$ cat config.mk
export PLATFORM = sky130hd
export DESIGN_NAME = id_decode_stage_flat
export DESIGN_NICKNAME = d
export VERILOG_FILES = /design/src/rtl/id_decode_stage_if.sv /design/src/rtl/id_decode_stage.sv /design/src/flat_wrapper.sv
export SDC_FILE = /design/constraint.sdc
export NUM_CORES = 2
export LEC_CHECK = 0
export CORE_ASPECT_RATIO = 0.7
export CORE_UTILIZATION = 61
export CTS_CLUSTER_DIAMETER = 40
export DETAILED_ROUTE_END_ITERATION = 16
export HOLD_SLACK_MARGIN = 0.03
export PLACE_DENSITY = 0.8
export SKIP_CTS_REPAIR_TIMING = 1
export SLEW_MARGIN = 20
export SYNTH_ARGS = -nofsm -noshare
export SYNTH_HDL_FRONTEND = slang
export SYNTH_SLANG_ARGS = --single-unit
export TNS_END_PERCENT = 1
$ cat constraint.sdc
create_clock -name clk -period 5.1 [get_ports clk]
set_input_delay 1.53 -clock clk [delete_from_list [all_inputs] [get_ports clk]]
set_output_delay 1.53 -clock clk [all_outputs]
set_load 0.005 [all_outputs]
$ cat src/rtl/id_decode_stage_if.sv
// ID -> ID/EX bundle: the decoded control word, the register operands, the immediate,
// the destination addresses and PC+4 of the instruction currently in decode.
// The decode stage drives it through the master modport. The ID/EX register reads it
// through the slave modport.
interface id_decode_stage_if #(
  parameter int XLEN = 32,
  parameter int RA_W = 5
);
  logic [2:0]      iALUOp;
  logic            iRegDest;
  logic            iRegWrite;
  logic            iALUSrc;
  logic            iMemRead;
  logic            iMemWrite;
  logic            iMemToReg;
  logic            iBranch;
  logic [XLEN-1:0] ioperand1;
  logic [XLEN-1:0] ioperand2;
  logic [XLEN-1:0] iextinst;
  logic [RA_W-1:0] iregdest1;
  logic [RA_W-1:0] iregdest2;
  logic [XLEN-1:0] iNextInst;

  modport master (
    output iALUOp, iRegDest, iRegWrite, iALUSrc, iMemRead, iMemWrite, iMemToReg, iBranch,
    output ioperand1, ioperand2, iextinst, iregdest1, iregdest2, iNextInst
  );

  modport slave (
    input iALUOp, iRegDest, iRegWrite, iALUSrc, iMemRead, iMemWrite, iMemToReg, iBranch,
    input ioperand1, ioperand2, iextinst, iregdest1, iregdest2, iNextInst
  );
endinterface

$ cat src/rtl/id_decode_stage.sv
// Instruction-decode stage. It contains the IF/ID register, a 32x32 register file with
// 2 read ports and 1 write port, the control decoder, the sign extender and the
// load-use hazard detector.
// Optional feature: when ID_WB_BYPASS_EN is defined, a register read that hits the
// register being written back in the same cycle returns wb_data (write-through).
// When it is not defined, the read returns the stored value, and the new value becomes
// visible on the following cycle.
module id_decode_stage #(
  parameter int              XLEN     = 32,
  parameter int              RA_W     = 5,
  parameter logic [XLEN-1:0] NOP_INST = '0
) (
  input  logic              clk,
  input  logic              res,
  input  logic [XLEN-1:0]   if_inst,
  input  logic [XLEN-1:0]   if_next_pc,
  input  logic              flush,
  input  logic              ex_memread,
  input  logic [RA_W-1:0]   ex_rt,
  input  logic              wb_we,
  input  logic [RA_W-1:0]   wb_addr,
  input  logic [XLEN-1:0]   wb_data,
  output logic              stall,
  id_decode_stage_if.master idex
);

  localparam logic [5:0] OP_RTYPE = 6'b000000;
  localparam logic [5:0] OP_BEQ   = 6'b000100;
  localparam logic [5:0] OP_ADDI  = 6'b001000;
  localparam logic [5:0] OP_SLTI  = 6'b001010;
  localparam logic [5:0] OP_ANDI  = 6'b001100;
  localparam logic [5:0] OP_ORI   = 6'b001101;
  localparam logic [5:0] OP_LW    = 6'b100011;
  localparam logic [5:0] OP_SW    = 6'b101011;

  typedef struct packed {
    logic       reg_dest;
    logic       reg_write;
    logic       alu_src;
    logic       mem_read;
    logic       mem_write;
    logic       mem_to_reg;
    logic       branch;
    logic [2:0] alu_op;
  } ctrl_t;

  logic [XLEN-1:0] inst;
  logic [XLEN-1:0] pc;
  logic [XLEN-1:0] regs [2**RA_W];
  logic [5:0]      opcode;
  logic [RA_W-1:0] rs;
  logic [RA_W-1:0] rt;
  logic            uses_rt;
  ctrl_t           ctrl;

  assign opcode = inst[31:26];
  assign rs     = inst[25:21];
  assign rt     = inst[20:16];

  // IF/ID register: a flush has priority over a stall and loads a bubble.
  // NOTE: sequential state uses non-blocking assignments only, so all flops sample together.
  always_ff @(posedge clk or negedge res) begin
    if (!res) begin
      inst <= NOP_INST;
      pc   <= '0;
    end else if (flush) begin
      inst <= NOP_INST;
      pc   <= '0;
    end else if (!stall) begin
      inst <= if_inst;
      pc   <= if_next_pc;
    end
  end

  // Register file write port. Writes to R0 are dropped.
  // NOTE: this array is cleared on reset on purpose (architectural zero state), so it maps
  // to flops and not to a RAM macro.
  always_ff @(posedge clk or negedge res) begin
    if (!res) begin
      for (int i = 0; i < 2**RA_W; i++) regs[i] <= '0;
    end else if (wb_we && wb_addr != '0) begin
      regs[wb_addr] <= wb_data;
    end
  end

  function automatic logic [XLEN-1:0] read_reg(input logic [RA_W-1:0] addr);
    if (addr == '0) return '0;
`ifdef ID_WB_BYPASS_EN
    if (wb_we && wb_addr == addr) return wb_data;
`endif
    return regs[addr];
  endfunction

  // Combinational read ports for rs and rt.
  always_comb begin
    idex.ioperand1 = read_reg(rs);
    idex.ioperand2 = read_reg(rt);
  end

  // Load-use hazard. rt counts as a source only for R-type, sw and beq.
  // A flush or a reset cancels the stall.
  always_comb begin
    uses_rt = (opcode == OP_RTYPE) || (opcode == OP_SW) || (opcode == OP_BEQ);
    stall   = res && !flush && ex_memread && (ex_rt != '0) &&
              ((ex_rt == rs) || ((ex_rt == rt) && uses_rt));
  end

  // Control decoder. Unknown opcodes, the NOP encoding and stalled cycles all become a
  // bubble with every control at zero.
  // NOTE: every field gets a default first, so no latch can be inferred on any path.
  always_comb begin
    ctrl = '0;
    case (opcode)
      OP_RTYPE: if (inst != NOP_INST) begin
                  ctrl.reg_dest  = 1'b1;
                  ctrl.reg_write = 1'b1;
                  ctrl.alu_op    = 3'b010;
                end
      OP_LW:    begin
                  ctrl.alu_src    = 1'b1;
                  ctrl.mem_read   = 1'b1;
                  ctrl.mem_to_reg = 1'b1;
                  ctrl.reg_write  = 1'b1;
                end
      OP_SW:    begin
                  ctrl.alu_src   = 1'b1;
                  ctrl.mem_write = 1'b1;
                end
      OP_BEQ:   begin
                  ctrl.branch = 1'b1;
                  ctrl.alu_op = 3'b001;
                end
      OP_ADDI:  begin
                  ctrl.alu_src   = 1'b1;
                  ctrl.reg_write = 1'b1;
                end
      OP_ANDI:  begin
                  ctrl.alu_src   = 1'b1;
                  ctrl.reg_write = 1'b1;
                  ctrl.alu_op    = 3'b011;
                end
      OP_ORI:   begin
                  ctrl.alu_src   = 1'b1;
                  ctrl.reg_write = 1'b1;
                  ctrl.alu_op    = 3'b100;
                end
      OP_SLTI:  begin
                  ctrl.alu_src   = 1'b1;
                  ctrl.reg_write = 1'b1;
                  ctrl.alu_op    = 3'b101;
                end
      default:  ctrl = '0;
    endcase
    if (stall) ctrl = '0;
  end

  assign idex.iRegDest  = ctrl.reg_dest;
  assign idex.iRegWrite = ctrl.reg_write;
  assign idex.iALUSrc   = ctrl.alu_src;
  assign idex.iMemRead  = ctrl.mem_read;
  assign idex.iMemWrite = ctrl.mem_write;
  assign idex.iMemToReg = ctrl.mem_to_reg;
  assign idex.iBranch   = ctrl.branch;
  assign idex.iALUOp    = ctrl.alu_op;
  assign idex.iextinst  = {{(XLEN-16){inst[15]}}, inst[15:0]};
  assign idex.iregdest1 = rt;
  assign idex.iregdest2 = inst[15:11];
  assign idex.iNextInst = pc;

endmodule

$ cat src/flat_wrapper.sv
// flat-port wrapper written by rule: the top's interface ports become plain ports
module id_decode_stage_flat 
#(
  parameter int              XLEN     = 32,
  parameter int              RA_W     = 5,
  parameter logic [XLEN-1:0] NOP_INST = '0
)
  (clk, res, if_inst, if_next_pc, flush, ex_memread, ex_rt, wb_we, wb_addr, wb_data, stall, idex_iALUOp, idex_iRegDest, idex_iRegWrite, idex_iALUSrc, idex_iMemRead, idex_iMemWrite, idex_iMemToReg, idex_iBranch, idex_ioperand1, idex_ioperand2, idex_iextinst, idex_iregdest1, idex_iregdest2, idex_iNextInst);
  id_decode_stage_if #(.XLEN(XLEN), .RA_W(RA_W)) idex_i ();
  input  logic clk;
  input  logic res;
  input  logic [XLEN-1:0] if_inst;
  input  logic [XLEN-1:0] if_next_pc;
  input  logic flush;
  input  logic ex_memread;
  input  logic [RA_W-1:0] ex_rt;
  input  logic wb_we;
  input  logic [RA_W-1:0] wb_addr;
  input  logic [XLEN-1:0] wb_data;
  output logic stall;
  output wire logic [$bits(idex_i.iALUOp)-1:0] idex_iALUOp;
  output wire logic [$bits(idex_i.iRegDest)-1:0] idex_iRegDest;
  output wire logic [$bits(idex_i.iRegWrite)-1:0] idex_iRegWrite;
  output wire logic [$bits(idex_i.iALUSrc)-1:0] idex_iALUSrc;
  output wire logic [$bits(idex_i.iMemRead)-1:0] idex_iMemRead;
  output wire logic [$bits(idex_i.iMemWrite)-1:0] idex_iMemWrite;
  output wire logic [$bits(idex_i.iMemToReg)-1:0] idex_iMemToReg;
  output wire logic [$bits(idex_i.iBranch)-1:0] idex_iBranch;
  output wire logic [$bits(idex_i.ioperand1)-1:0] idex_ioperand1;
  output wire logic [$bits(idex_i.ioperand2)-1:0] idex_ioperand2;
  output wire logic [$bits(idex_i.iextinst)-1:0] idex_iextinst;
  output wire logic [$bits(idex_i.iregdest1)-1:0] idex_iregdest1;
  output wire logic [$bits(idex_i.iregdest2)-1:0] idex_iregdest2;
  output wire logic [$bits(idex_i.iNextInst)-1:0] idex_iNextInst;
  assign idex_iALUOp = idex_i.iALUOp;
  assign idex_iRegDest = idex_i.iRegDest;
  assign idex_iRegWrite = idex_i.iRegWrite;
  assign idex_iALUSrc = idex_i.iALUSrc;
  assign idex_iMemRead = idex_i.iMemRead;
  assign idex_iMemWrite = idex_i.iMemWrite;
  assign idex_iMemToReg = idex_i.iMemToReg;
  assign idex_iBranch = idex_i.iBranch;
  assign idex_ioperand1 = idex_i.ioperand1;
  assign idex_ioperand2 = idex_i.ioperand2;
  assign idex_iextinst = idex_i.iextinst;
  assign idex_iregdest1 = idex_i.iregdest1;
  assign idex_iregdest2 = idex_i.iregdest2;
  assign idex_iNextInst = idex_i.iNextInst;
  id_decode_stage #(.XLEN(XLEN), .RA_W(RA_W), .NOP_INST(NOP_INST)) u_core (.clk(clk), .res(res), .if_inst(if_inst), .if_next_pc(if_next_pc), .flush(flush), .ex_memread(ex_memread), .ex_rt(ex_rt), .wb_we(wb_we), .wb_addr(wb_addr), .wb_data(wb_data), .stall(stall), .idex(idex_i));
endmodule
# Yosys cells after proc, flatten, opt, wreduce, memory -nomap -nowiden
# Index checks and enable logic that the tools add are counted.
# W data, S select, Z words.
# classes
n_bitwise	3
reduce_logical	19
eq_ne	10
muxes	29
n_lt_le_gt_ge	4
# ops
cell	n
$bwmux W1024	1
$mux W32	13
$bmux W32 S5	2
$demux W32 S5	1
$reduce_bool A32 Y1	1
$eq A6 B4 Y1 const B	4
$ge A6 B6 Y1 const B	3
$not A5 Y6	3
$pmux W3 S5	1
$eq A6 B6 Y1 const B	2
$eq A5 B5 Y1	2
$logic_not A5 Y1	2
$mux W10	1
$reduce_bool A5 Y1	2
$logic_and A1 B1 Y1	7
$mux W1	7
$eq A6 B3 Y1 const B	1
$logic_not A6 Y1	1
$lt A6 B1 Y1 const B	1
$reduce_or A6 Y1	1
$reduce_or A5 Y1	1
$mux W2	2
$logic_or A1 B1 Y1	3
$ne A2 B2 Y1 const B	1
other kinds (2)	2
# word_totals
input_bits	111
wordCells	99
ff_bits	1088

# Longest topological paths before layout
# logic_depth
depth_word	8
depth_mapped	10
mapped_depth_nobuf	6

# Worst setup path before layout
# No wires, ideal clock.
# synth_timing
path_type	input port to output port
from	input port ex_rt[0]
to	output port idex_iMemToReg
slack_ns	0.084
required_time_ns	3.570
arrival_ns	3.486
path_stages	9
cell_sequence	or4_1 -> o2111a_2 -> and3_4 -> buf_6 -> nor2_1 -> inv_1 -> clkbuf_1 -> nor3b_1 -> buf_4
# synth_via
elab_chain_cells	5
elab_cells_between_ends	8
classes_between	eq/ne (2); mux (1); reduce/logical (5)
# synth_rtl
item	line_no	text
from (decl)	flat_wrapper.sv:16	input logic [RA_W-1:0] ex_rt;
$eq A5 B5 Y1	id_decode_stage.sv:105	((ex_rt == rs) || ((ex_rt == rt) && uses_rt));
$logic_and A1 B1 Y1	id_decode_stage.sv:105	
$logic_or A1 B1 Y1	id_decode_stage.sv:105	
$logic_and A1 B1 Y1 (*)	id_decode_stage.sv:104	stall = res && !flush && ex_memread && (ex_rt != '0) &&
named net stall	flat_wrapper.sv:20	output logic stall;
$mux W10 (*)	id_decode_stage.sv:154	if (stall) ctrl = '0;
to (decl)	flat_wrapper.sv:27	output wire logic [$bits(idex_i.iMemToReg)-1:0] idex_iMemToReg;
# Mark *: on every way through the listed nets, which the timed path passes. The rest lies on a longest branch.

# Worst setup path after layout
# layout_timing
from	input port ex_rt[0]
to	output port idex_iMemWrite
# layout_via
elab_chain_cells	5
elab_cells_between_ends	8
classes_between	eq/ne (2); mux (1); reduce/logical (5)
# layout_rtl
item	line_no	text
$eq A5 B5 Y1	id_decode_stage.sv:105	
$logic_and A1 B1 Y1	id_decode_stage.sv:105	
$logic_or A1 B1 Y1	id_decode_stage.sv:105	
$logic_and A1 B1 Y1 (*)	id_decode_stage.sv:104	
$mux W10 (*)	id_decode_stage.sv:154	
to (decl)	flat_wrapper.sv:26	output wire logic [$bits(idex_i.iMemWrite)-1:0] idex_iMemWrite;
# Every way passes the cells marked *; elsewhere a longest branch is shown, timed or not.

==> flow_metrics.tcl <==
set metrics [dict create \
    status "complete, but fails checks" \
    violations "negative setup slack" \
    synthCells 4073 \
    clk_latency_ps 750 \
    io_buffers 259 \
    power.leakage_nw 28.3 \
    yosysWarningCount 0 \
    gp_congestion 0.909 \
    setup_slack_ps -286 \
    synth_cell_type_count 47 \
    ant_nets 0 \
    fmax_ghz 0.186 \
    drt_iter0_drc 5502 \
    placed_cells 5275 \
    slew_headroom_pct 23.4 \
    die_w_um 368 \
    route.detailed.drc 0 \
    grt_pass1_wl_um 274000 \
    num_vias 40700 \
    cts_root_buf "clkbuf_16" \
    clk_path_buf_depth 3 \
    skew_ps 13.5 \
    cts_made_buffers 130 \
    hold_slack_ps 375 \
    cts.clk_slew.worst_paths_ps 60 \
    numClockSinks 1088 \
    drtPass1Iterations 5 \
    finalCriticalPeriod_ps 5390 \
    fin_nets 4298 \
    worst_pin_slew_ps 1150 \
    synth_edf_count 0 \
    synthesis.area_sq_um 57100 \
    overflow 0 \
    fp.dieH_um 258 \
    ctsHtreeMaxLevel 4 \
    fin_cells 5536 \
    grt_usage_pct 39.5 \
    nFillCells 5841 \
    avgSynthCellArea_sq_um 14.0 \
    layout-area-overhead-vs-synth_pct 16.9 \
    end_kind "primary output" \
    synth_seq_area_share_pct 47.7 \
    viasPerCell 7.36 \
    io_pins 260 \
    rsz0062_at_grt "yes" \
    hp-class "flop to flop" \
    cts_tree "yes" \
    powerDensity_nw_per_um2 401 \
    worst_setup_path_start_kind "input pin" \
    drive_gt1_share_pct 48.6 \
    synth_top_flop_cell "dfrtp_1" \
    wl_um 187000 \
    period_share_pct 106 \
    ir_drop_v 0.000332 \
    synth_seq_cells 1088 \
    crit_type "input pin to primary output" \
    wire_per_inst_um 33.7 \
    core_sq_um 92400 \
    maxCapViolations 0 \
    antenna_found_initial 6 \
    syn_nets 4184 \
    slew_viol_final 0 \
    hold_viol_final 0 \
    utilization_pct 72.3 \
    critPathRequiredTime_ps 3570 \
    async_flop_share_pct 100 \
    critical_path_arrival_ps 3860 \
    initial_core_util_pct 61.8 \
    post-dp-hpwl_um 111000 \
    row_count 93 \
    grt_pass1_vias 40900 \
    setup_violations 17 \
    grt_max_degree 178 \
    die_area_sq_um 94900 \
    cp_max_fo 6 \
]
[state kept, by name (all words and copies together), names as in the netlist]
| signal | cells |
|---|---|
| u_core.regs | 1024 |
| u_core.inst | 32 |
| u_core.idex.iNextInst | 32 |
[final timing paths]
check / start / to / slack, ps / cells after the start
worst max register to register: u_core.inst[18] / u_core.idex.iNextInst[25] / 2320 / 9
worst min register to register: u_core.regs[1011] / u_core.regs[1011] / 370 / 0
worst min-delay path: u_core.regs[1011] / u_core.regs[1011] / 370 / 0
min in group asynchronous: res / u_core.regs[449] / 810 / 2
worst max-delay path: ex_rt[0] / idex_iMemWrite / -290 / 10
max in group asynchronous: res / u_core.inst[17] / 1600 / 5
[kinds of logic (layout without fill, tap and decap cells)]
group	count (synthesis)	count (layout)	synth area share (%)
other	0	9	0
AND/OR/NAND/NOR	387	387	3.36
AO/OA/AOI/OAI	514	514	5.68
flip-flops	1088	1088	47.7
XOR/XNOR	10	10	0.153
buffers and inverters	501	720	3.74
multiplexers	1573	1573	39.4
[per-layer routing]
metal / global-route usage (%) / vias to the layer above / wire [um]
met5: 0 / - / 12
met4: 20.2 / 2 / 9560
met3: 13.0 / 646 / 23700
met2: 56.5 / 2964 / 82900
met1: 54.2 / 21300 / 70300
li1: - / 15800 / -
[stage by stage]
step	cell area [sq um]	TNS (ps)	setup WS [ps]	power, mW
final	66800	-1580	-286	26.8
after global placement	61500	-7410	-783	16.1
after floorplan	57100	0	83.7	14.6
after detailed placement	61500	-7790	-803	16.4
after global routing	66800	-2310	-361	27.6
after CTS	66200	-15200	-814	26.6
[critical path: stages]
cell and delay (ps):
dlymetal6s2s_1 140, or4_4 540, o2111a_2 310, o2111a_1 140, buf_4 150, buf_4 140
nor2_4 110, inv_4 80, nor3_1 180, clkdlybuf4s50_1 550
[report_power, final]
group	total, mW	internal (mW)	leakage [nW]	switching, mW
registers	11.5	10.2	13.9	1.30
logic	4.99	3.01	12.1	1.98
clock network	10.3	6.37	2.30	3.90
total	26.8	19.6	28.3	7.18
[cell usage in the layout, fill, tap and decap left out, types with 20 or more instances in the layout]
cell             netlist  routed
a221oi_1              27      27
nor2_1               124     103
o22ai_1               79      79
buf_12                 0      42
clkdlybuf4s50_1        0     235
nand2_1               60      44
nand3_1               50      50
nor2_4                 0      20
o21ai_0              176     176
dfrtp_1             1088    1081
clkbuf_16              0     141
a211oi_1              39      33
mux2_2              1105    1105
a21oi_1               72      67
mux2i_1               37      37
mux4_2               431     431
buf_4                 47     150
bufinv_16              0      22
o2111ai_1             28      27
a22oi_1               66      66
nor2b_1               71      68
[synthesized netlist by cell type (2+ instances only)]
cell,number,share of area [%]
nor3b_1,5,0.066
or3_1,2,0.022
or2_2,4,0.044
xor2_1,10,0.15
buf_2,57,0.50
o31ai_1,2,0.026
nand2_1,60,0.39
o21ai_0,176,1.5
a221oi_1,27,0.41
nand3_1,50,0.44
nor3_1,14,0.12
nor2_1,124,0.81
a31o_2,2,0.031
a22oi_1,66,0.87
buf_1,72,0.47
o22ai_1,79,0.87
nand2b_1,11,0.12
and3_1,2,0.022
nand3b_1,4,0.053
or4_1,9,0.12
mux2i_1,37,0.65
mux4_2,431,17
o2111ai_1,28,0.43
dfrtp_1,1088,48
a211oi_1,39,0.51
o221ai_1,8,0.12
a21oi_1,72,0.63
clkbuf_1,320,2.1
a31oi_1,8,0.088
nor4_1,23,0.25
mux2_2,1105,22
o21a_1,2,0.026
inv_1,4,0.026
nor2b_1,71,0.78
buf_4,47,0.62
and2_1,3,0.033
[final cells by class]
cell class | count | area [sq um] | area share (%)
well taps | 1235 | 1550 | 2.31
repair buffers | 479 | 5020 | 7.52
diodes | 9 | 22.5 | 0.0337
multi-input cells | 2484 | 28200 | 42.2
clock inverters | 65 | 976 | 1.46
inverters | 4 | 17.5 | 0.0262
clock buffers | 172 | 3780 | 5.66
flip-flops and latches | 1088 | 27200 | 40.8
(Power assumes the default switching activity.)
